[config.mk]
export PLATFORM = sky130hd
export DESIGN_NAME = pipe_skid_buffer
export DESIGN_NICKNAME = d
export VERILOG_FILES = /design/src/rtl/pipe_skid_buffer.sv
export SDC_FILE = /design/constraint.sdc
export NUM_CORES = 1
export LEC_CHECK = 0
export BUFFER_PORTS_ARGS = -buffer_cell sky130_fd_sc_hd__buf_4
export CORE_UTILIZATION = 25
export CTS_CLUSTER_SIZE = 30
export DETAILED_ROUTE_END_ITERATION = 7
export PLACE_DENSITY = 0.48
export SETUP_SLACK_MARGIN = 0.05
export SLEW_MARGIN = 5
export SYNTH_ARGS = -nofsm -noshare
export SYNTH_HDL_FRONTEND = slang
export SYNTH_SLANG_ARGS = --single-unit
[constraint.sdc]
create_clock -name clk -period 1.25 [get_ports clk]
set_input_delay 0.125 -clock clk [delete_from_list [all_inputs] [get_ports clk]]
set_output_delay 0.125 -clock clk [all_outputs]
set_load 0.01 [all_outputs]
[src/rtl/pipe_skid_buffer.sv]
// Valid/ready pipeline stage with a main and a skid entry so in_ready is fully registered.
// Optional saturating stall counter on output stall_count, enabled by PIPE_STALL_CNT_EN.
module pipe_skid_buffer #(
    parameter int unsigned WORD_LENGTH = 32
) (
    input  logic                   clk,
    input  logic                   reset,
    input  logic                   flush,
    input  logic                   in_valid,
    output logic                   in_ready,
    input  logic [WORD_LENGTH-1:0] in_data,
    output logic                   out_valid,
    input  logic                   out_ready,
    output logic [WORD_LENGTH-1:0] out_data
`ifdef PIPE_STALL_CNT_EN
    ,
    output logic [31:0]            stall_count
`endif
);

    localparam int unsigned CNT_W = 32;

    typedef enum logic [1:0] {
        EMPTY = 2'd0,
        BUSY  = 2'd1,
        FULL  = 2'd2
    } state_t;

    state_t                 state_q, state_d;
    logic [WORD_LENGTH-1:0] main_q, main_d;
    logic [WORD_LENGTH-1:0] skid_q, skid_d;
    logic                   out_valid_q, out_valid_d;
    logic                   in_ready_q, in_ready_d;
    logic                   accept_c;
    logic                   take_c;

    assign accept_c  = in_valid & in_ready_q;
    assign take_c    = out_valid_q & out_ready;
    assign in_ready  = in_ready_q;
    assign out_valid = out_valid_q;
    assign out_data  = main_q;

    // State and storage registers.
    always_ff @(posedge clk) begin
        if (reset) begin
            state_q     <= EMPTY;
            main_q      <= '0;
            skid_q      <= '0;
            out_valid_q <= 1'b0;
            in_ready_q  <= 1'b1;
        end else begin
            state_q     <= state_d;
            main_q      <= main_d;
            skid_q      <= skid_d;
            out_valid_q <= out_valid_d;
            in_ready_q  <= in_ready_d;
        end
    end

    // Next state and next register values; flush squashes both entries and drops any offer.
    always_comb begin
        state_d     = state_q;
        main_d      = main_q;
        skid_d      = skid_q;
        out_valid_d = out_valid_q;
        in_ready_d  = in_ready_q;
        if (flush) begin
            state_d     = EMPTY;
            main_d      = '0;
            skid_d      = '0;
            out_valid_d = 1'b0;
            in_ready_d  = 1'b1;
        end else begin
            case (state_q)
                EMPTY: begin
                    if (accept_c) begin
                        main_d      = in_data;
                        state_d     = BUSY;
                        out_valid_d = 1'b1;
                    end
                end
                BUSY: begin
                    if (accept_c && take_c) begin
                        main_d = in_data;
                    end else if (accept_c) begin
                        skid_d     = in_data;
                        state_d    = FULL;
                        in_ready_d = 1'b0;
                    end else if (take_c) begin
                        state_d     = EMPTY;
                        out_valid_d = 1'b0;
                    end
                end
                FULL: begin
                    if (take_c) begin
                        main_d     = skid_q;
                        state_d    = BUSY;
                        in_ready_d = 1'b1;
                    end
                end
                default: begin
                    state_d     = EMPTY;
                    out_valid_d = 1'b0;
                    in_ready_d  = 1'b1;
                end
            endcase
        end
    end

`ifdef PIPE_STALL_CNT_EN
    logic [CNT_W-1:0] stall_q;

    // Saturating stall counter; survives flush, cleared only by reset.
    always_ff @(posedge clk) begin
        if (reset) begin
            stall_q <= '0;
        end else if (out_valid_q && !out_ready && (stall_q != {CNT_W{1'b1}})) begin
            stall_q <= stall_q + CNT_W'(1);
        end
    end

    assign stall_count = stall_q;
`endif

endmodule

## Yosys cells after proc, flatten, opt, wreduce, memory -nomap -nowiden

Cells that the tools add are included.

- Output and inout port bits: 34
- Logic and storage cells: 48
- Register bits after elaboration: 68

- Bitwise logic cells: 5
- Multiplexer cells: 19
- Equality and inequality tests: 10
- Reduce and logical (&&, ||, !) cells: 9

Operators with widths:

| cell | number |
|---|---|
| 32-bit 2-to-1 mux | 3 |
| 32-bit one-hot mux with 3 select lines | 1 |
| 2-bit inequality test (second input constant) | 7 |
| 4-bit AND reduction | 3 |
| 2-bit 2-to-1 mux | 5 |
| 1-bit 2-to-1 mux | 7 |
| 1-bit one-hot mux with 3 select lines | 2 |
| 2-bit one-hot mux with 3 select lines | 1 |
| 5-bit AND reduction | 1 |
| 3-bit inequality test (second input constant) | 1 |
| 1-bit NOT | 3 |
| 3-bit AND reduction | 1 |
| 3-bit nonzero test | 1 |
| 1-bit AND | 2 |
| 2-bit by 1-bit == test with 1-bit output (second input constant) | 1 |
| 2-bit == test (second input constant) | 1 |
| 2-bit logical NOT | 1 |
| 2-bit OR reduction | 1 |
| 1-bit logical AND | 1 |

## Logic depth before layout (Yosys ltp)

Gate-level depths: netlist of the first run.

- Depth after elaboration: 5
- Mapped depth: 5
- Depth with buffers taken out: 3

## Least setup slack after synthesis of the first run

No wires, ideal clock.

- Path type: flip-flop to flip-flop
- From: reg state_q[1]
- To: reg main_q[10], in the netlist out_data[10]
- Data required time: 1.104 ns
- Stages on the path, launching flop included: 6
- Setup slack: -0.055 ns
- Period minus slack after synthesis: 1.305 ns
- Buffers on the path: 2
- Data arrival time: 1.159 ns
- Cells stage by stage: dfxtp_1 > and3b_1 > buf_6 > buf_6 > a211oi_2 > a211oi_2

- Word-level cells in the longest chain between the ends: 3
- Elaborated cells between the ends (all ways): 9
- Classes of those cells: eq/ne (5); mux (1); reduce/logical (3)

RTL lines:

| item | line | RTL |
|---|---|---|
| start: declaration | 29 | `state_t state_q, state_d;` |
| start signal: assignment | 52 | `state_q <= state_d;` |
| 2-bit by 1-bit == test with 1-bit output, or another cell as far along | 74 | `case (state_q)` |
| 2-bit inequality test (no line) / 3-bit nonzero test (equally long branches) | n/a |  |
| 4-bit AND reduction (no line) | n/a |  |
| end signal: assignment | 53 | `main_q <= main_d;` |
| end: declaration | 30 | `logic [WORD_LENGTH-1:0] main_q, main_d;` |

Parallel ways exist; a longest one is shown, timed or not.
A chain may end at the register's enable or synchronous reset.

## Final worst setup path of the first run

- From: reg state_q[1]
- To: reg main_q[15], in the netlist out_data[15]

Same word-level chain as after synthesis.

==> impl_metrics.sql, run 1 <==
INSERT INTO impl_metrics (metric_group, metric, value, unit) VALUES
('global_routing', 'first_global_vias', '2873', ''),
('run_status', 'failed_checks', 'setup timing', ''),
('synth', 'synth.area.mux_share', '0.0943', ''),
('pwr', 'switching_share', '0.262', ''),
('timing', 'fin_setup_tns', '-1.16', 'ns'),
('drt', 'detailedRoute.firstPassIterationCount', '4', ''),
('pwr', 'p_per_area', '1120', 'nW/um^2'),
('global_routing', 'grt_first_pass_wirelength', '15600', 'um'),
('synth', 'synth_cells', '324', ''),
('setup_path', 'worst-setup-path-type', 'reg2reg', ''),
('placement', 'dp_worst_setup_slack', '-0.0599', 'ns'),
('placement', 'finalWeightedCongestion', '0.695', ''),
('synth', 'syn_area', '3400', 'um^2'),
('clocking', 'clk_path_buf_depth', '2', ''),
('synth', 'synth_xor_area_frac', '0', ''),
('floorplanning', 'effective_utilization_at_floorplan', '0.257', ''),
('global_routing', 'number_of_antenna_violations_at_the_first_check_in_global_routing', '0', ''),
('synth', 'ys_seq_area_frac', '0.401', ''),
('pwr', 'finalPower', '5.47', 'mW'),
('floorplanning', 'die_height', '119', 'um'),
('run_status', 'run_status', 'complete, but fails checks', ''),
('global_routing', 'grt_max_degree', '34', ''),
('synth', 'post_synth_and_or_nand_nor_area_fraction', '0.0685', ''),
('floorplanning', 'die_width', '119', 'um'),
('clocking', 'insertion_delay', '0.33', 'ns'),
('pwr', 'comb_power_share', '0.179', ''),
('synth', 'postSynthRegisterBits', '68', ''),
('layout', 'layout.cells.non_filler', '581', ''),
('drt', 'vias_per_cell', '4.95', ''),
('floorplanning', 'floorplan.rows', '42', ''),
('timing', 'rsz_0062_raised_after_global_routing', 'true', ''),
('setup_path', 'setup.worst_path.start', 'state_q[1]', ''),
('layout', 'final_cell_area', '4870', 'um^2'),
('layout', 'layout-drive-gt1-share', '0.560', ''),
('setup_path', 'timing.critical_path.fanout_max', '8', ''),
('flow_run', 'maxCapViolCount', '0', ''),
('synth', 'synth-adder-area-share', '0', ''),
('timing', 'fmaxAchievable', '753', 'MHz'),
('setup_path', 'r2r-end', 'out_data[15]', ''),
('pwr', 'worst_ir_drop_vdd', '556', 'uV'),
('pwr', 'internal_power', '4.03', 'mW'),
('worst_hold_path', 'hold-path-endpoint', 'skid_q[21]', ''),
('synth', 'combinational_family_with_the_most_area_after_synthesis', 'compound AO/OA/AOI/OAI gates', ''),
('placement', 'placement.io_buffers', '70', ''),
('layout', 'sequential_cell_area', '1370', 'um^2'),
('drt', 'route.antenna.remaining_nets', '0', ''),
('drt', 'routed-via-count', '2875', ''),
('clocking', 'tritoncts.num_buffers', '9', ''),
('floorplanning', 'design.die.area', '14100', 'um^2'),
('timing', 'setup_viol', '36', ''),
('clocking', 'clock-sinks', '68', ''),
('placement', 'placed_cells_incl_taps', '560', ''),
('timing', 'timing.final.max_slew_violations', '0', ''),
('global_routing', 'grt.overflow.total', '0', ''),
('synth', 'post_synth.cell_area_avg', '10.5', 'um^2'),
('drt', 'drt_first_iter_violations', '111', ''),
('setup_path', 'crit_required', '1.46', 'ns'),
('clocking', 'cts_root_buffer', 'sky130_fd_sc_hd__clkbuf_16', ''),
('pwr', 'clkPwrFrac', '0.403', ''),
('setup_path', 'ff2ff_path_depth', '5', ''),
('synth', 'synthesis.nets', '361', ''),
('timing', 'max_slew_margin', '0.829', ''),
('synth', 'post_synth_num_cell_types', '28', ''),
('setup_path', 'critical_path.startpoint_type', 'register', ''),
('timing', 'layout_setup_ws', '-0.0783', 'ns'),
('timing', 'hold_viol', '0', ''),
('timing', 'tightest_slew', '0.256', 'ns'),
('clocking', 'clk_pin_slew_worst_paths', '0.05', 'ns'),
('pwr', 'power.net_switching', '1.43', 'mW'),
('drt', 'detail_route.drc_violations', '0', ''),
('floorplanning', 'core-area', '13200', 'um^2');
==> logic make-up after synthesis <==
family / Yosys count
AO/OA/AOI/OAI: 141
buffers and inverters: 39
flip-flops: 68
multiplexers: 32
AND/OR/NAND/NOR: 44
==> power by group through the flow <==
stage / combinational [mW] / sequential [mW] / clock [mW]
finish: 0.980 / 2.28 / 2.20
global route: 1.05 / 2.29 / 2.38
CTS: 0.937 / 2.28 / 2.29
detailed placement: 0.868 / 2.33 / 0
global placement: 0.864 / 2.33 / 0
floorplan: 0.492 / 2.35 / 0
==> cells in the final DEF, fill, tap and decap left out, types with 2 or more instances in the layout <==
cell and count:
sky130_fd_sc_hd__clkinv_2 3, sky130_fd_sc_hd__a211oi_1 3, sky130_fd_sc_hd__buf_16 2, sky130_fd_sc_hd__nand2_1 4, sky130_fd_sc_hd__mux2i_2 4, sky130_fd_sc_hd__a21oi_2 13
sky130_fd_sc_hd__clkbuf_16 10, sky130_fd_sc_hd__nand3_4 2, sky130_fd_sc_hd__buf_8 3, sky130_fd_sc_hd__o21ai_0 6, sky130_fd_sc_hd__nand3_2 14, sky130_fd_sc_hd__a211oi_2 59
sky130_fd_sc_hd__buf_12 12, sky130_fd_sc_hd__o21ai_2 3, sky130_fd_sc_hd__o21ai_1 25, sky130_fd_sc_hd__dfxtp_1 64, sky130_fd_sc_hd__a21o_1 2, sky130_fd_sc_hd__buf_4 79
sky130_fd_sc_hd__buf_6 7, sky130_fd_sc_hd__mux2i_1 28, sky130_fd_sc_hd__dfxtp_4 3, sky130_fd_sc_hd__a211oi_4 2, sky130_fd_sc_hd__a21oi_1 23, sky130_fd_sc_hd__clkbuf_1 3
sky130_fd_sc_hd__nand3_1 16
==> critical path, cell delays in order (launching register included) <==
cell and delay [ns]:
sky130_fd_sc_hd__dfxtp_4 0.36, sky130_fd_sc_hd__and3b_2 0.27, sky130_fd_sc_hd__buf_12 0.15, sky130_fd_sc_hd__buf_16 0.14
sky130_fd_sc_hd__a211oi_4 0.25, sky130_fd_sc_hd__a211oi_2 0.05
==> metrics by stage <==
stage,util,hold slack [ns]
after global routing,0.368,0.0465
after CTS,0.353,0.0484
after floorplan,-,0.250
final,0.368,0.0569
after detailed placement,0.322,0.394
after global placement,0.322,0.395
==> state kept, by name, indices dropped and copies added (netlist names) <==
name and cells:
state_q 2, out_valid 1, out_data 32, in_ready 1, skid_q 32
==> area by class of cell <==
type | instances | share of cell area
multi-input combinational | 217 | 0.407
sequential | 68 | 0.282
timing repair buffer | 104 | 0.213
clock buffer | 12 | 0.0485
tap | 176 | 0.0452
clock inverter | 3 | 0.00308
inverter | 1 | 0.000771
==> worst max-delay path by stage <==
stage                               to  slack (ns)  cells after the start
after global routing      out_data[23]       -0.15                      4
after global placement    out_data[29]       -0.02                      4
after floorplan           out_data[10]      -0.003                      5
after detailed placement    skid_q[14]       -0.06                      5
after CTS                 out_data[11]       -0.05                      5
final                     out_data[15]       -0.08                      5
==> Yosys cell counts <==
cell,instances,area (um^2)
sky130_fd_sc_hd__dfxtp_1,68,1360
sky130_fd_sc_hd__a211oi_2,57,713
sky130_fd_sc_hd__a21oi_1,36,180
sky130_fd_sc_hd__mux2i_1,32,320
sky130_fd_sc_hd__nand3_1,32,160
sky130_fd_sc_hd__o21ai_0,22,110
sky130_fd_sc_hd__buf_6,18,203
sky130_fd_sc_hd__o21ai_1,12,60.1
sky130_fd_sc_hd__clkbuf_1,9,33.8
sky130_fd_sc_hd__buf_2,8,40.0
sky130_fd_sc_hd__a211oi_1,7,52.6
sky130_fd_sc_hd__nand2_1,4,15.0
sky130_fd_sc_hd__a21o_1,2,15.0
sky130_fd_sc_hd__buf_1,2,7.51
sky130_fd_sc_hd__nor2_1,2,7.51
sky130_fd_sc_hd__a211o_1,1,8.76
sky130_fd_sc_hd__a21bo_1,1,10.0
sky130_fd_sc_hd__a21boi_4,1,18.8
sky130_fd_sc_hd__and3b_1,1,8.76
sky130_fd_sc_hd__and4b_1,1,10.0
sky130_fd_sc_hd__clkbuf_2,1,5.00
sky130_fd_sc_hd__inv_1,1,3.75
sky130_fd_sc_hd__nand2b_1,1,6.26
sky130_fd_sc_hd__nand3b_2,1,11.3
sky130_fd_sc_hd__nor3b_1,1,7.51
sky130_fd_sc_hd__o22ai_2,1,12.5
sky130_fd_sc_hd__o311a_1,1,10.0
sky130_fd_sc_hd__or2_2,1,6.26
==> metal layers <==
layer	global-route usage	wire length [um]	vias up
li1	-	-	1385
met5	0	0	-
met3	0.0347	453	9
met1	0.189	4460	1415
met2	0.221	4760	66
met4	0.0372	87	0
==> repair_timing <==
action,CTS,global route
endpoints found under the setup margin,63,67
setup buffers,1,3
cloned,2,1
pin swaps,24,8
gates resized for setup,27,46
Power figures use the tool's default switching activity.
==> run 2: changes to the inputs <==
- ABC_AREA: default -> 1
- PLACE_DENSITY: 0.48 -> 0.49
==> run 2 against run 1 <==
The flow finishes with violations (DRC). Total power is 5.3% higher. Clock power rose by 25%. Final cell count grew 14%. Synthesized area fell by 10%. First-iteration DRC count rose by 33%. Largest cell class is now flip-flops and latches.
==> impl_metrics.sql, run 2 <==
INSERT INTO impl_metrics (metric_group, metric, value, unit) VALUES
('timing', 'layout_setup_ws', '0.0680', 'ns'),
('setup_path', 'setup.worst_path.start', 'state_q[0]', ''),
('drt', 'detail_route.drc_violations', '6', ''),
('synth', 'synth_cells', '446', ''),
('clocking', 'insertion_delay', '0.33', 'ns'),
('global_routing', 'grt_max_degree', '68', ''),
('drt', 'vias_per_cell', '4.23', ''),
('timing', 'max_slew_margin', '0.816', ''),
('placement', 'post_dp_cell_area', '3740', 'um^2'),
('layout', 'final_cell_area', '4260', 'um^2'),
('timing', 'fin_crit', '1.18', 'ns'),
('synth', 'cell_type_contributing_the_most_total_cell_area_after_synthesis', 'sky130_fd_sc_hd__dfxtp_1', ''),
('synth', 'syn_area', '3040', 'um^2'),
('clocking', 'cts_tree', 'done', ''),
('layout', 'antenna_cells', '0', ''),
('clocking', 'clock-sinks', '68', ''),
('layout', 'layout.cells.non_filler', '665', ''),
('setup_path', 'timing.critical_path.fanout_max', '26', ''),
('layout', 'mostFrequentLayoutCells', '100 x sky130_fd_sc_hd__nand2_1, 75 x sky130_fd_sc_hd__buf_4, 66 x sky130_fd_sc_hd__inv_1, 66 x sky130_fd_sc_hd__nor2_1, 65 x sky130_fd_sc_hd__dfxtp_1', ''),
('drt', 'routed_wire_length', '7600', 'um'),
('synth', 'post_synth_and_or_nand_nor_area_fraction', '0.227', ''),
('synth', 'combinational_family_with_the_most_area_after_synthesis', 'simple AND/OR/NAND/NOR gates', ''),
('timing', 'tightest_slew', '0.275', 'ns'),
('synth', 'synth_most_common_cell', 'sky130_fd_sc_hd__nand2_1', ''),
('layout', 'fin_nets', '554', ''),
('setup_path', 'critical_path.startpoint_type', 'register', ''),
('layout', 'layout-drive-gt1-share', '0.232', ''),
('setup_path', 'crit_end', 'skid_q[4]', ''),
('run_status', 'failed_checks', 'DRC', ''),
('placement', 'finalWeightedCongestion', '0.702', ''),
('global_routing', 'grt_first_pass_wirelength', '11600', 'um'),
('placement', 'placed_cells_incl_taps', '644', ''),
('timing', 'fmaxAchievable', '846', 'MHz'),
('setup_path', 'r2r_slack', '0.07', 'ns'),
('synth', 'ys_seq_area_frac', '0.447', ''),
('setup_path', 'crit_path_max_incr_delay', '0.38', 'ns'),
('setup_path', 'critical_path_buf_inv_count', '2', ''),
('setup_path', 'r2r-end', 'skid_q[4]', ''),
('clocking', 'tritoncts.num_buffers', '9', ''),
('placement', 'dp_worst_setup_slack', '-0.0146', 'ns'),
('drt', 'routedWlPerCell', '11.4', 'um'),
('timing', 'timing.final.crit_share', '0.946', ''),
('timing', 'fin_setup_tns', '0', 'ns'),
('floorplanning', 'core-area', '11700', 'um^2'),
('synth', 'synth.area.mux_share', '0', ''),
('layout', 'layout_commonest_cell', 'sky130_fd_sc_hd__nand2_1', ''),
('clocking', 'clk_path_buf_depth', '2', ''),
('drt', 'drt_first_iter_violations', '148', ''),
('synth', 'synth_enable_flop_cells', '0', ''),
('setup_path', 'timing.critical_path.slowest_stage_cell', 'sky130_fd_sc_hd__dfxtp_4', ''),
('setup_path', 'cp_num_cells', '6', ''),
('setup_path', 'timing.critical_path.to_type', 'register', ''),
('synth', 'synthArstFlopShare', '0', ''),
('clocking', 'clk_pin_slew_worst_paths', '0.06', 'ns'),
('timing', 'setup_viol', '0', ''),
('timing', 'hold_viol', '0', ''),
('synth', 'yosys.area.top_type_share', '0.447', ''),
('floorplanning', 'die_height', '112', 'um'),
('global_routing', 'number_of_antenna_violations_at_the_first_check_in_global_routing', '0', ''),
('clocking', 'cts_root_buffer', 'sky130_fd_sc_hd__clkbuf_16', ''),
('setup_path', 'critical_path_arrival', '1.40', 'ns'),
('synth', 'synth.cells.most_frequent', '102 x sky130_fd_sc_hd__nand2_1, 68 x sky130_fd_sc_hd__dfxtp_1, 68 x sky130_fd_sc_hd__nor2_1', ''),
('synth', 'synth_compound_gate_area_share', '0.178', ''),
('layout', 'syn2layout_area_growth', '39.9', '%'),
('flow_run', 'maxCapViolCount', '0', ''),
('run_status', 'run_status', 'complete, but fails checks', ''),
('synth', 'synth_xor_area_frac', '0', ''),
('timing', 'timing.final.max_slew_violations', '0', ''),
('timing', 'rsz_0062_raised_after_global_routing', 'true', ''),
('global_routing', 'grt_use_total', '0.116', ''),
('drt', 'detailedRoute.firstPassIterationCount', '6', ''),
('setup_path', 'crit_required', '1.47', 'ns'),
('global_routing', 'first_global_vias', '2441', ''),
('pwr', 'finalPower', '5.76', 'mW'),
('setup_path', 'worst_r2r_startpoint', 'state_q[0]', ''),
('worst_hold_path', 'min-delay-path-class', 'in2reg', ''),
('clocking', 'postCtsHoldBufs', '0', ''),
('synth', 'synth-adder-area-share', '0', ''),
('synth', 'post_synth_num_cell_types', '17', ''),
('floorplanning', 'die_width', '112', 'um'),
('setup_path', 'worst-setup-path-type', 'reg2reg', ''),
('synth', 'dominant_cells_by_area_after_synthesis', 'sky130_fd_sc_hd__dfxtp_1 45%, sky130_fd_sc_hd__nand2_1 13%, sky130_fd_sc_hd__nor2_1 8.4%', ''),
('layout', 'post-route-util', '0.365', ''),
('timing', 'worst_clock_skew', '0.00759', 'ns'),
('synth', 'postSynthRegisterBits', '68', ''),
('floorplanning', 'floorplan.io_pins', '71', ''),
('floorplanning', 'design.die.area', '12600', 'um^2'),
('setup_path', 'ff2ff_path_depth', '6', ''),
('clocking', 'ctsHtreeMaxLevel', '3', ''),
('placement', 'placement.io_buffers', '70', ''),
('synth', 'synthesis.nets', '483', ''),
('setup_path', 'timing.critical_path.cells', 'inv_6 > nor2_4 > nand3_4 > buf_12 > o21ai_0 > a21oi_1', ''),
('synth', 'dominantRegCellSynth', 'sky130_fd_sc_hd__dfxtp_1', ''),
('synth', 'post_synth.cell_area_avg', '6.82', 'um^2'),
('pwr', 'worst_ir_drop_vdd', '626', 'uV'),
('synth', 'synth-warning-count', '0', ''),
('placement', 'post-dp-hpwl', '4540', 'um'),
('pwr', 'p_leak', '1.89', 'nW'),
('floorplanning', 'floorplan.rows', '39', ''),
('global_routing', 'grt.overflow.total', '0', ''),
('pwr', 'p_per_area', '1350', 'nW/um^2'),
('floorplanning', 'effective_utilization_at_floorplan', '0.261', ''),
('drt', 'routed-via-count', '2812', ''),
('timing', 'final.hold.worst_slack', '0.0761', 'ns'),
('drt', 'route.antenna.remaining_nets', '0', ''),
('setup_path', 'largest_delay_share_family_worst_path', 'flip-flops', '');
run 2: cell types whose count changed after synthesis, sizes merged, moves of 2 or more:
cell / change
mux2i: -32
nor2: +67
buf: -9
o21ai: +36
a211oi: -64
inv: +67
nand3: -27
clkbuf: -2
a21o: -2
nand2: +100
run 2: power breakdown:
group	switching [mW]	internal (mW)
registers	0.0382	2.24
clock network	0.944	1.80
logic	0.383	0.357
run 2: cell families after synthesis:
family                 count (synthesis)
AOI/OAI and AO/OA                    105
DFF                                   68
buffers and inverters                 95
and+or+nand+nor                      178
run 2: repair_timing:
action | in CTS | in global routing
cloned | 0 | 4
endpoints found under the hold margin | 0 | 0
resized for setup | 4 | 31
pin swaps | 0 | 5
endpoints found under the setup margin | 61 | 66
setup buffers | 0 | 1
run 2: worst min-delay path, cell delays in order:
cell and delay [ns]:
sky130_fd_sc_hd__buf_4 0.09, sky130_fd_sc_hd__o21ai_1 0.06, sky130_fd_sc_hd__a21oi_1 0.09
run 2: cell type report:
class                           count  area, um^2
Clock buffer                       10         239
Multi-Input combinational cell    283        1290
Clock inverter                      6        87.6
Sequential cell                    68        1370
Tap cell                          143         179
Inverter                           68         260
Timing Repair Buffer               87         823
Fill cell                        1200        7410
run 2: per-layer routing:
| layer | vias up | share of wire | GRT usage |
|---|---|---|---|
| li1 | 1505 | - | - |
| met5 | - | 0 | 0 |
| met1 | 1236 | 0.47 | 0.143 |
| met3 | 8 | 0.065 | 0.0410 |
| met4 | 0 | 0.0088 | 0.0453 |
| met2 | 63 | 0.45 | 0.185 |
run 2: how the worst min path moves through the flow:
stage / start / endpoint / slack (ns) / cells after the start
2_1_floorplan: in_data[14] / skid_q[14] / 0.31 / 2
3_3_place_gp: in_data[31] / skid_q[31] / 0.41 / 3
3_5_place_dp: in_data[22] / skid_q[22] / 0.42 / 3
4_1_cts: in_data[20] / skid_q[20] / 0.08 / 3
5_1_grt: in_data[17] / skid_q[17] / 0.09 / 3
6_report: in_data[21] / skid_q[21] / 0.08 / 3
==> run 3: changes to the inputs <==
- CTS_BUF_LIST: default -> sky130_fd_sc_hd__clkbuf_2
==> run 3 against run 2 <==
The flow still finishes with violations (DRC). Die area unchanged. Critical path depth fell by 4. Sequential power barely moved. Setup slack got worse by 0.030 ns. Hold slack lost 0.0092 ns. Combinational power is 12% higher. Register-to-register slack barely moved. Non-clock buffer count up 36. Total power shrank 20%. Sequential share of layout area decreased by 1.2 points. Clock power down 46%. First-iteration DRC count grew 16%. Critical path type is now reg2out. Largest power group is now sequential cells. Highest routed layer unchanged.
==> impl_metrics.sql, run 3 (synthesis results as in run 2) <==
INSERT INTO impl_metrics (metric_group, metric, value, unit) VALUES
('layout', 'antenna_cells', '0', ''),
('clocking', 'clk_pin_slew_worst_paths', '0.22', 'ns'),
('global_routing', 'grt_busiest_layer', 'met2', ''),
('setup_path', 'critical_path_arrival', '1.09', 'ns'),
('drt', 'drt_first_iter_violations', '171', ''),
('layout', 'mostFrequentLayoutCells', '100 x sky130_fd_sc_hd__nand2_1, 66 x sky130_fd_sc_hd__inv_1, 65 x sky130_fd_sc_hd__nor2_1', ''),
('floorplanning', 'core-area', '11700', 'um^2'),
('clocking', 'cts_tree', 'done', ''),
('worst_hold_path', 'worstHoldPathCells', '5', ''),
('drt', 'routed_wire_length', '7590', 'um'),
('drt', 'detail_route.drc_violations', '5', ''),
('setup_path', 'r2r-end', 'out_data[23]', ''),
('floorplanning', 'floorplan.io_pins', '71', ''),
('layout', 'post-route-util', '0.386', ''),
('global_routing', 'grt_util_met3', '0.0405', ''),
('worst_hold_path', 'hold-path-endpoint', 'out_data[20]', ''),
('pwr', 'worst_ir_drop_vdd', '386', 'uV'),
('timing', 'worst_clock_skew', '0.0290', 'ns'),
('layout', 'fin_nets', '590', ''),
('timing', 'tightest_slew', '0.277', 'ns'),
('setup_path', 'worst_r2r_startpoint', 'in_ready', ''),
('global_routing', 'grt.overflow.total', '0', ''),
('clocking', 'cts_root_buffer', 'sky130_fd_sc_hd__clkbuf_2', ''),
('timing', 'layout_setup_ws', '0.0383', 'ns'),
('placement', 'finalWeightedCongestion', '0.702', ''),
('clocking', 'clk_path_buf_depth', '2', ''),
('layout', 'final.fill_count', '1188', ''),
('drt', 'routed-via-count', '2921', ''),
('placement', 'dp_worst_setup_slack', '-0.0146', 'ns'),
('worst_hold_path', 'min-delay-path-class', 'in2reg', ''),
('drt', 'detailedRoute.firstPassIterationCount', '8', ''),
('timing', 'setup_viol', '0', ''),
('timing', 'timing.final.crit_share', '0.969', ''),
('global_routing', 'grt_first_pass_wirelength', '12300', 'um'),
('setup_path', 'timing.critical_path.fanout_max', '3', ''),
('setup_path', 'timing.critical_path.to_type', 'output pin', ''),
('run_status', 'failed_checks', 'DRC', ''),
('placement', 'placement.io_buffers', '70', ''),
('drt', 'vias_per_cell', '4.17', ''),
('setup_path', 'worst-setup-path-type', 'reg2out', ''),
('setup_path', 'r2r_slack', '0.06', 'ns'),
('floorplanning', 'design.die.area', '12600', 'um^2'),
('setup_path', 'critical_path.startpoint_type', 'register', ''),
('floorplanning', 'die_width', '112', 'um'),
('flow_run', 'maxCapViolCount', '0', ''),
('global_routing', 'grt_use_total', '0.123', ''),
('placement', 'placed_cells_incl_taps', '644', ''),
('clocking', 'clock-sinks', '68', ''),
('layout', 'layout.cells.non_filler', '701', ''),
('placement', 'post-dp-hpwl', '4540', 'um'),
('floorplanning', 'die_height', '112', 'um'),
('worst_hold_path', 'hold_path_startpoint', 'reset', ''),
('run_status', 'run_status', 'complete, but fails checks', ''),
('clocking', 'insertion_delay', '0.51', 'ns'),
('setup_path', 'ff2ff_path_depth', '7', ''),
('global_routing', 'first_global_vias', '2625', ''),
('floorplanning', 'floorplan.rows', '39', ''),
('layout', 'syn2layout_area_growth', '48.1', '%'),
('clocking', 'ctsHtreeMaxLevel', '3', ''),
('drt', 'route.antenna.remaining_nets', '0', ''),
('global_routing', 'number_of_antenna_violations_at_the_first_check_in_global_routing', '0', ''),
('floorplanning', 'effective_utilization_at_floorplan', '0.261', ''),
('timing', 'fmaxAchievable', '825', 'MHz'),
('timing', 'rsz_0062_raised_after_global_routing', 'true', ''),
('drt', 'routedWlPerCell', '10.8', 'um'),
('timing', 'fin_crit', '1.21', 'ns'),
('pwr', 'p_per_area', '1020', 'nW/um^2'),
('global_routing', 'global_route.usage.met1', '0.147', ''),
('timing', 'hold_viol', '0', ''),
('timing', 'fin_setup_tns', '0', 'ns'),
('clocking', 'tritoncts.num_buffers', '9', ''),
('setup_path', 'crit_required', '1.12', 'ns'),
('layout', 'layout_commonest_cell', 'sky130_fd_sc_hd__nand2_1', ''),
('timing', 'timing.final.max_slew_violations', '0', ''),
('timing', 'max_slew_margin', '0.815', ''),
('layout', 'layout-drive-gt1-share', '0.271', ''),
('global_routing', 'grt_use_met2', '0.205', ''),
('pwr', 'p_leak', '1.98', 'nW'),
('global_routing', 'grt_max_degree', '68', '');
-- run 3: how the worst max path moves through the flow --
stage | start | end | slack (ns) | cells past startpoint
after floorplan | state_q[1] | out_data[17] | 0.05 | 7
after global placement | state_q[1] | out_data[4] | 0.02 | 6
after detailed placement | in_ready | skid_q[6] | -0.01 | 6
after CTS | out_valid | out_valid | -0.001 | 2
after global routing | in_ready | in_ready | -0.05 | 2
final | in_ready | in_ready | 0.04 | 2
-- run 3: final cells by class --
class	instances	area, um^2	area share
inverters	68	258	0.0572
clock buffers	9	45.0	0.00999
well taps	143	179	0.0397
flip-flops and latches	68	1400	0.311
repair buffers	123	1250	0.278
clock inverters	7	91.3	0.0203
multi-input cells	283	1280	0.284
-- run 3: timing repair --
item                                    in CTS  in global routing
hold buffers                                32                  1
buffers inserted                             3                  3
pin swaps                                    0                  1
gates resized for setup                     23                 52
endpoints found under the setup margin      64                 96
hold endpoints to repair                    64                  1
gates cloned                                 1                  1
-- run 3: metrics by stage --
stage | instance area [um^2] | total power [mW] | hold slack (ns)
after floorplan | 3050 | 2.71 | 0.315
after global placement | 3740 | 3.01 | 0.413
after detailed placement | 3740 | 3.01 | 0.421
after CTS | 4320 | 4.64 | 0.00226
after global routing | 4510 | 4.88 | 0.0102
final | 4510 | 4.60 | 0.0669
-- run 3: power breakdown --
part           internal [mW]  total (mW)  switching, mW  leakage (nW)
Clock                  0.649        1.47          0.823        0.0716
Combinational          0.441       0.832          0.391          1.35
Sequential              2.25        2.29         0.0428         0.565
-- run 3: worst max-delay path, stage by stage (launching register included) --
cell and delay (ns):
sky130_fd_sc_hd__dfxtp_2 0.38, sky130_fd_sc_hd__buf_6 0.11, sky130_fd_sc_hd__buf_6 0.11
-- run 3: routing by layer --
layer / vias up / routed length (um)
li1: 1581 / -
met1: 1271 / 3640
met2: 59 / 3460
met3: 10 / 385
met4: 0 / 103
met5: - / 0
